==> config.mk <==
export PLATFORM = sky130hd
export DESIGN_NAME = game_flow_ctrl_flat
export DESIGN_NICKNAME = d
export VERILOG_FILES = /design/src/rtl/game_flow_ctrl_if.sv /design/src/rtl/game_flow_ctrl.sv /design/src/flat_wrapper.sv
export SDC_FILE = /design/constraint.sdc
export NUM_CORES = 1
export LEC_CHECK = 0
export BUFFER_PORTS_ARGS = -buffer_cell sky130_fd_sc_hd__buf_4
export CELL_PAD_IN_SITES_DETAIL_PLACEMENT = 0
export CELL_PAD_IN_SITES_GLOBAL_PLACEMENT = 2
export CORE_AREA = 2 2 88 90
export DETAILED_ROUTE_END_ITERATION = 7
export DIE_AREA = 0 0 90 92
export GPL_ROUTABILITY_DRIVEN = 0
export HOLD_SLACK_MARGIN = 0.12
export PLACE_DENSITY = 0.91
export SLEW_MARGIN = 15
export SYNTH_ARGS = -nofsm -noshare
export SYNTH_HDL_FRONTEND = slang
export SYNTH_SLANG_ARGS = --single-unit
export TNS_END_PERCENT = 1
==> constraint.sdc <==
create_clock -name clk -period 7.1 [get_ports clk]
set_clock_uncertainty 0.15 [all_clocks]
set_input_delay 1.065 -clock clk [delete_from_list [all_inputs] [get_ports clk]]
set_output_delay 1.065 -clock clk [all_outputs]
set_load 0.01 [all_outputs]
==> src/rtl/game_flow_ctrl_if.sv <==
// Game-flow controller bus: game events in, state windows / score / level out.
// The master side (object_ctrl, keypad and the bench) drives the event inputs.
// The slave side (game_flow_ctrl) drives the display and status outputs.
interface game_flow_ctrl_if #(
    parameter int SCORE_DIGITS = 2,
    parameter int BALL_W       = 2
);
    // Event inputs to the controller
    logic                      start_en;
    logic                      pause_req;
    logic                      frame_tick;
    logic                      update_tick;
    logic                      hit;
    logic                      miss;

    // Status and display outputs from the controller
    logic                      game_start;
    logic                      serve_active;
    logic                      win_init;
    logic                      win_play;
    logic                      win_pause;
    logic                      win_over;
    logic [4*SCORE_DIGITS-1:0] score_bcd;
    logic [4*SCORE_DIGITS-1:0] high_bcd;
    logic [BALL_W-1:0]         balls_left;
    logic [2:0]                level;
    logic                      level_up;

    modport master (
        output start_en, pause_req, frame_tick, update_tick, hit, miss,
        input  game_start, serve_active, win_init, win_play, win_pause, win_over,
        input  score_bcd, high_bcd, balls_left, level, level_up
    );

    modport slave (
        input  start_en, pause_req, frame_tick, update_tick, hit, miss,
        output game_start, serve_active, win_init, win_play, win_pause, win_over,
        output score_bcd, high_bcd, balls_left, level, level_up
    );
endinterface

==> src/rtl/game_flow_ctrl.sv <==
// Game-level controller for the VGA ping-pong design.
// It sequences IDLE/SERVE/PLAY/PAUSE/OVER and holds the BCD score, the high
// score, the number of balls left and the difficulty level.
//
//  state   | meaning
//  --------+-------------------------------------------------------------
//  S_IDLE  | title screen; start_en begins a new game
//  S_SERVE | ball held at the serve position for SERVE_FRAMES frame_ticks
//  S_PLAY  | rally running; hit/miss are qualified by update_tick
//  S_PAUSE | everything frozen until the next pause_req
//  S_OVER  | game-over screen for OVER_FRAMES frame_ticks, then S_IDLE
module game_flow_ctrl #(
    parameter int SCORE_DIGITS = 2,
    parameter int BALL_W       = 2,
    parameter int INIT_BALLS   = 3,
    parameter int SERVE_FRAMES = 32,
    parameter int OVER_FRAMES  = 128,
    parameter int LEVEL_STEP   = 10,
    parameter int MAX_LEVEL    = 7
) (
    input  logic             clk,
    input  logic             rst,
    game_flow_ctrl_if.slave  gf
);

    localparam int SW   = 4 * SCORE_DIGITS;
    localparam int ST_W = $clog2(SERVE_FRAMES + 1);
    localparam int OT_W = $clog2(OVER_FRAMES + 1);
    localparam int HC_W = $clog2(LEVEL_STEP + 1);

    typedef enum logic [2:0] {
        S_IDLE,
        S_SERVE,
        S_PLAY,
        S_PAUSE,
        S_OVER
    } state_t;

    state_t            state_q;
    logic [ST_W-1:0]   serve_tmr_q;
    logic [OT_W-1:0]   over_tmr_q;
    logic [HC_W-1:0]   hits_q;
    logic [SW-1:0]     score_q;
    logic [SW-1:0]     high_q;
    logic [BALL_W-1:0] balls_q;
    logic [2:0]        level_q;

    logic              game_start_q;
    logic              level_up_q;
    logic              serve_active_q;
    logic              win_init_q;
    logic              win_play_q;
    logic              win_pause_q;
    logic              win_over_q;

    logic              hit_ev;
    logic              miss_ev;
    logic              level_wrap_d;
    logic [SW-1:0]     score_inc_d;
    logic [SW-1:0]     score_fin_d;

    // Score +1 with BCD ripple carry.
    // An all-9s score has no representable successor, so it holds at all-9s.
    function automatic logic [SW-1:0] bcd_inc(input logic [SW-1:0] v);
        logic [SW-1:0] r;
        logic          carry;
        r     = v;
        carry = 1'b1;
        for (int i = 0; i < SCORE_DIGITS; i++) begin
            if (carry) begin
                if (v[4*i +: 4] == 4'd9) begin
                    r[4*i +: 4] = 4'd0;
                end else begin
                    r[4*i +: 4] = v[4*i +: 4] + 4'd1;
                    carry       = 1'b0;
                end
            end
        end
        if (carry) begin
            r = v;
        end
        return r;
    endfunction

    assign hit_ev       = gf.update_tick & gf.hit;
    assign miss_ev      = gf.update_tick & gf.miss;
    assign level_wrap_d = (hits_q == HC_W'(LEVEL_STEP - 1));

    // Next score on a hit, and the score that stands at the end of this tick.
    // The high-score compare uses score_fin_d so that a hit on the final miss
    // tick still counts.
    always_comb begin
        score_inc_d = bcd_inc(score_q);
        score_fin_d = hit_ev ? score_inc_d : score_q;
    end

    // Game sequencer.
    // It also holds the score/level/ball counters and the registered windows.
    always_ff @(posedge clk) begin
        if (rst) begin
            state_q        <= S_IDLE;
            serve_tmr_q    <= '0;
            over_tmr_q     <= '0;
            hits_q         <= '0;
            score_q        <= '0;
            high_q         <= '0;
            balls_q        <= BALL_W'(INIT_BALLS);
            level_q        <= 3'd0;
            game_start_q   <= 1'b0;
            level_up_q     <= 1'b0;
            serve_active_q <= 1'b0;
            win_init_q     <= 1'b0;
            win_play_q     <= 1'b0;
            win_pause_q    <= 1'b0;
            win_over_q     <= 1'b0;
        end else begin
            game_start_q   <= 1'b0;
            level_up_q     <= 1'b0;
            // Windows follow the state one cycle late.
            // This keeps them glitch-free for the pixel mux.
            win_init_q     <= (state_q == S_IDLE);
            win_play_q     <= (state_q == S_PLAY);
            win_pause_q    <= (state_q == S_PAUSE);
            win_over_q     <= (state_q == S_OVER);
            serve_active_q <= (state_q == S_SERVE);

            case (state_q)
                S_IDLE: begin
                    if (gf.start_en) begin
                        state_q      <= S_SERVE;
                        game_start_q <= 1'b1;
                        score_q      <= '0;
                        balls_q      <= BALL_W'(INIT_BALLS);
                        level_q      <= 3'd0;
                        hits_q       <= '0;
                        serve_tmr_q  <= ST_W'(SERVE_FRAMES);
                    end
                end

                S_SERVE: begin
                    if (gf.frame_tick) begin
                        if (serve_tmr_q == ST_W'(1)) begin
                            state_q     <= S_PLAY;
                            serve_tmr_q <= '0;
                        end else begin
                            serve_tmr_q <= serve_tmr_q - ST_W'(1);
                        end
                    end
                end

                S_PLAY: begin
                    if (hit_ev) begin
                        score_q <= score_inc_d;
                        if (level_wrap_d) begin
                            hits_q <= '0;
                            if (level_q < 3'(MAX_LEVEL)) begin
                                level_q    <= level_q + 3'd1;
                                level_up_q <= 1'b1;
                            end
                        end else begin
                            hits_q <= hits_q + HC_W'(1);
                        end
                    end

                    if (miss_ev) begin
                        if (balls_q != '0) begin
                            balls_q <= balls_q - BALL_W'(1);
                        end
                        if (balls_q <= BALL_W'(1)) begin
                            state_q    <= S_OVER;
                            over_tmr_q <= OT_W'(OVER_FRAMES);
                            // BCD digits preserve ordering, so a plain unsigned compare works.
                            if (score_fin_d > high_q) begin
                                high_q <= score_fin_d;
                            end
                        end else begin
                            state_q     <= S_SERVE;
                            serve_tmr_q <= ST_W'(SERVE_FRAMES);
                        end
                    end else if (gf.pause_req) begin
                        state_q <= S_PAUSE;
                    end
                end

                S_PAUSE: begin
                    if (gf.pause_req) begin
                        state_q <= S_PLAY;
                    end
                end

                S_OVER: begin
                    if (gf.frame_tick) begin
                        if (over_tmr_q == OT_W'(1)) begin
                            state_q    <= S_IDLE;
                            over_tmr_q <= '0;
                        end else begin
                            over_tmr_q <= over_tmr_q - OT_W'(1);
                        end
                    end
                end

                default: begin
                    state_q <= S_IDLE;
                end
            endcase
        end
    end

    assign gf.game_start   = game_start_q;
    assign gf.serve_active = serve_active_q;
    assign gf.win_init     = win_init_q;
    assign gf.win_play     = win_play_q;
    assign gf.win_pause    = win_pause_q;
    assign gf.win_over     = win_over_q;
    assign gf.score_bcd    = score_q;
    assign gf.high_bcd     = high_q;
    assign gf.balls_left   = balls_q;
    assign gf.level        = level_q;
    assign gf.level_up     = level_up_q;

endmodule

==> src/flat_wrapper.sv <==
// flat-port wrapper written by rule: the top's interface ports become plain ports
module game_flow_ctrl_flat 
#(
    parameter int SCORE_DIGITS = 2,
    parameter int BALL_W       = 2,
    parameter int INIT_BALLS   = 3,
    parameter int SERVE_FRAMES = 32,
    parameter int OVER_FRAMES  = 128,
    parameter int LEVEL_STEP   = 10,
    parameter int MAX_LEVEL    = 7
)
  (clk, rst, gf_start_en, gf_pause_req, gf_frame_tick, gf_update_tick, gf_hit, gf_miss, gf_game_start, gf_serve_active, gf_win_init, gf_win_play, gf_win_pause, gf_win_over, gf_score_bcd, gf_high_bcd, gf_balls_left, gf_level, gf_level_up);
  game_flow_ctrl_if #(.SCORE_DIGITS(SCORE_DIGITS), .BALL_W(BALL_W)) gf_i ();
  input  logic clk;
  input  logic rst;
  input wire logic [$bits(gf_i.start_en)-1:0] gf_start_en;
  input wire logic [$bits(gf_i.pause_req)-1:0] gf_pause_req;
  input wire logic [$bits(gf_i.frame_tick)-1:0] gf_frame_tick;
  input wire logic [$bits(gf_i.update_tick)-1:0] gf_update_tick;
  input wire logic [$bits(gf_i.hit)-1:0] gf_hit;
  input wire logic [$bits(gf_i.miss)-1:0] gf_miss;
  output wire logic [$bits(gf_i.game_start)-1:0] gf_game_start;
  output wire logic [$bits(gf_i.serve_active)-1:0] gf_serve_active;
  output wire logic [$bits(gf_i.win_init)-1:0] gf_win_init;
  output wire logic [$bits(gf_i.win_play)-1:0] gf_win_play;
  output wire logic [$bits(gf_i.win_pause)-1:0] gf_win_pause;
  output wire logic [$bits(gf_i.win_over)-1:0] gf_win_over;
  output wire logic [$bits(gf_i.score_bcd)-1:0] gf_score_bcd;
  output wire logic [$bits(gf_i.high_bcd)-1:0] gf_high_bcd;
  output wire logic [$bits(gf_i.balls_left)-1:0] gf_balls_left;
  output wire logic [$bits(gf_i.level)-1:0] gf_level;
  output wire logic [$bits(gf_i.level_up)-1:0] gf_level_up;
  assign gf_i.start_en = gf_start_en;
  assign gf_i.pause_req = gf_pause_req;
  assign gf_i.frame_tick = gf_frame_tick;
  assign gf_i.update_tick = gf_update_tick;
  assign gf_i.hit = gf_hit;
  assign gf_i.miss = gf_miss;
  assign gf_game_start = gf_i.game_start;
  assign gf_serve_active = gf_i.serve_active;
  assign gf_win_init = gf_i.win_init;
  assign gf_win_play = gf_i.win_play;
  assign gf_win_pause = gf_i.win_pause;
  assign gf_win_over = gf_i.win_over;
  assign gf_score_bcd = gf_i.score_bcd;
  assign gf_high_bcd = gf_i.high_bcd;
  assign gf_balls_left = gf_i.balls_left;
  assign gf_level = gf_i.level;
  assign gf_level_up = gf_i.level_up;
  game_flow_ctrl #(.SCORE_DIGITS(SCORE_DIGITS), .BALL_W(BALL_W), .INIT_BALLS(INIT_BALLS), .SERVE_FRAMES(SERVE_FRAMES), .OVER_FRAMES(OVER_FRAMES), .LEVEL_STEP(LEVEL_STEP), .MAX_LEVEL(MAX_LEVEL)) u_core (.clk(clk), .rst(rst), .gf(gf_i));
endmodule
==> impl_metrics.json <==
{
  "drc_errors": 0,
  "die_w_um": 90,
  "grt_setup_unrepaired": "false",
  "final_common_cell": "dfxtp_1",
  "cp_max_fo": 9,
  "met3WireLength_um": 170,
  "dr.max_layer_used": "met4",
  "core_area_um2": 7450,
  "min_period_over_period_pct": 49.0,
  "post_cts_buffers": 0,
  "wire_per_inst_um": 13.3,
  "netlist_area_um2": 2630,
  "path_clk_slew_ps": 80,
  "hold_path_class": "reg -> reg",
  "path_cells": "buf_4 > nand2_1 > nor3_1 > mux2i_1 > ha_1 > a211o_1 > a21oi_1 > nand3_1 > a311oi_1",
  "dpl.hpwl_mm": 4.38,
  "worst_setup_path_start_kind": "primary input",
  "reg2reg_depth": 10,
  "area_growth_pct": 16.6,
  "cp-startpoint": "gf_update_tick",
  "m1WireLength_mm": 2.94,
  "cp_slowest_cell": "nor3_1",
  "port_buffers": 35,
  "antenna_found_initial": 0,
  "ios": 36,
  "grt_pass1_vias": 2157,
  "r2r-start": "u_core.gf.score_bcd[5]",
  "synth_flop_cell": "dfxtp_1",
  "p_leak_nw": 1.29,
  "post-route-min-period_ps": 3480,
  "grt_pass1_wl_mm": 10.1,
  "finalMaxSlewViolations": 0,
  "cts_resized": 0,
  "avgSynthCellArea_um2": 8.53,
  "worstSetupPathType": "in -> reg",
  "end_kind": "flop",
  "power_density_nw_per_um2": 176,
  "cts_buffer_depth": 2,
  "antenna_left": 0,
  "worstHoldStart": "u_core.serve_tmr_q[4]",
  "slew_headroom_pct": 46.1,
  "r2r_setup_slack_ps": 3790,
  "cts_made_buffers": 5,
  "cts_root_buf": "clkbuf_8",
  "initial_core_util_pct": 35.3,
  "ys_ff_latch": 49,
  "ys_async_sr_fraction_pct": 0,
  "drive_above_1_share_pct": 15.2,
  "grtUsageTotal_pct": 14.8,
  "grt_overflow_total": 0,
  "rows": 32,
  "max_cap_viol_count": 0,
  "drt_iter0_drc": 127,
  "vias": 2259,
  "clk_latency_ps": 300,
  "critPathMaxStageDelay_ps": 390,
  "numClockSinks": 49,
  "synth-edff-count": 0,
  "cts_tree": "built",
  "setup_viol_count_final": 0,
  "post_drt_via_cell_ratio": 5.09,
  "worstPathArrival_ps": 3530,
  "die_area_um2": 8280,
  "ys_seq_area_share_pct": 37.4,
  "cp_num_buf_inv": 1,
  "die_h_um": 92,
  "wl_mm": 5.93,
  "mostFrequentLayoutCells": "dfxtp_1, nor2_1, buf_4, inv_1, ha_1",
  "diodes": 0,
  "final_nets": 371,
  "status": "finished, final reports clean",
  "syn_nets": 337,
  "grt_max_degree": 26,
  "clock.fmax_ghz": 0.287,
  "finalHoldViolations": 0,
  "critPathTopFamily": "compound AO/OA/AOI/OAI gates",
  "wl_met2_mm": 2.77,
  "crit_required_ps": 7150,
  "cp.depth": 9,
  "drt_pass1_iterations": 4,
  "htree_num_levels": 2,
  "peakVddDrop_uv": 79.5,
  "worst_pin_slew_ps": 795,
  "holdPathEnd": "u_core.serve_tmr_q[4]",
  "synth.distinct_cells": 56,
  "yosysWarnings": 0,
  "r2r-end": "u_core.gf.high_bcd[0]",
  "power_w": 0.000540,
  "setup_tns_ps": 0,
  "hold_depth": 2,
  "holdBufCountCts": 0,
  "synth_cells": 308
}
[per-stage QoR]
stage	cells	instance area, µm²	worst slack [ps]	utilization, %	hold slack [ps]
2_1_floorplan	308	2630	3700	-	299
3_3_place_gp	437	2980	3400	40.0	307
3_5_place_dp	437	2980	3290	40.0	319
4_1_cts	444	3060	3620	41.1	333
5_1_grt	444	3060	3310	41.1	348
6_report	444	3060	3620	41.1	326
[worst register-to-register path: stages, from the launching register on]
cell and delay, ps:
dfxtp_1 410, inv_1 80, ha_1 200, and3b_1 200
nor3_1 320, mux2i_1 350, ha_1 300, a211o_1 250
a21oi_1 270, nand3_1 330, a311oi_1 340
[how the worst max path moves through the flow]
| stage | to | slack, ps |
|---|---|---|
| final | u_core.gf.high_bcd[0] | 3620 |
| after global routing | u_core.gf.high_bcd[1] | 3310 |
| after CTS | u_core.gf.high_bcd[1] | 3620 |
| after detailed placement | u_core.gf.high_bcd[1] | 3290 |
| after global placement | u_core.gf.high_bcd[1] | 3400 |
| after floorplan | u_core.gf.high_bcd[2] | 3700 |
[state kept, by name, summed over array words and instances, names as in the netlist, 2 cells and up]
signal	cells
u_core.gf.high_bcd	8
u_core.gf.score_bcd	8
u_core.over_tmr_q	8
u_core.serve_tmr_q	6
u_core.hits_q	4
u_core.gf.level	3
u_core.state_q	3
u_core.gf.balls_left	2
[where the power goes]
group          internal, W  switching [W]  leakage [nW]
Sequential        0.000285      0.0000124         0.397
Combinational    0.0000328      0.0000438         0.844
Clock            0.0000775      0.0000889        0.0443
[cell type report]
class	instances	area, µm²
Clock buffer	7	86.3
Fill cell	779	4380
Inverter	23	86.3
Multi-Input combinational cell	228	1520
Sequential cell	49	981
Tap cell	102	128
Timing Repair Buffer	35	263
[routing by layer]
layer	track usage, %	vias up
li1	-	1180
met1	20.0	1042
met2	24.2	32
met3	2.79	5
met4	4.23	0
met5	0	-
[cell usage after synthesis, drive strengths merged, types with 2 or more instances]
cell / number / area (µm²)
xor2: 4 / 35.0
o211ai: 3 / 22.5
nor3: 18 / 90.1
a211o: 2 / 17.5
o21ai: 12 / 60.1
mux2i: 2 / 20.0
o311ai: 2 / 17.5
nor2: 35 / 131
xnor2: 7 / 61.3
nand2b: 6 / 37.5
nand3b: 2 / 15.0
dfxtp: 49 / 981
a21o: 2 / 15.0
buf: 4 / 25.0
nor4b: 4 / 35.0
nor4: 3 / 18.8
clkbuf: 4 / 15.0
and3: 4 / 25.0
a22o: 7 / 61.3
nand4: 5 / 31.3
a311oi: 2 / 17.5
or3: 5 / 31.3
nand2: 18 / 70.1
and3b: 2 / 17.5
a211oi: 3 / 27.5
nor2b: 4 / 25.0
o311a: 2 / 20.0
and2: 3 / 21.3
a21oi: 20 / 100
inv: 22 / 82.6
o21a: 3 / 22.5
nand3: 8 / 40.0
a31oi: 2 / 12.5
or2: 3 / 18.8
ha: 21 / 263
[cells by family (layout without fill, tap and decap cells)]
kind of cell	after synthesis	count (layout)	share of synthesized area, %
AO/OA/AOI/OAI	71	71	19.0
XOR/XNOR	11	11	3.67
adder cells (fa/ha/maj)	21	21	10.0
buffers and inverters	31	65	4.81
flip-flops	49	49	37.4
multiplexers	3	3	1.19
AND/OR/NAND/NOR	122	122	24.0
No activity file was read; power rests on OpenSTA's default activity.
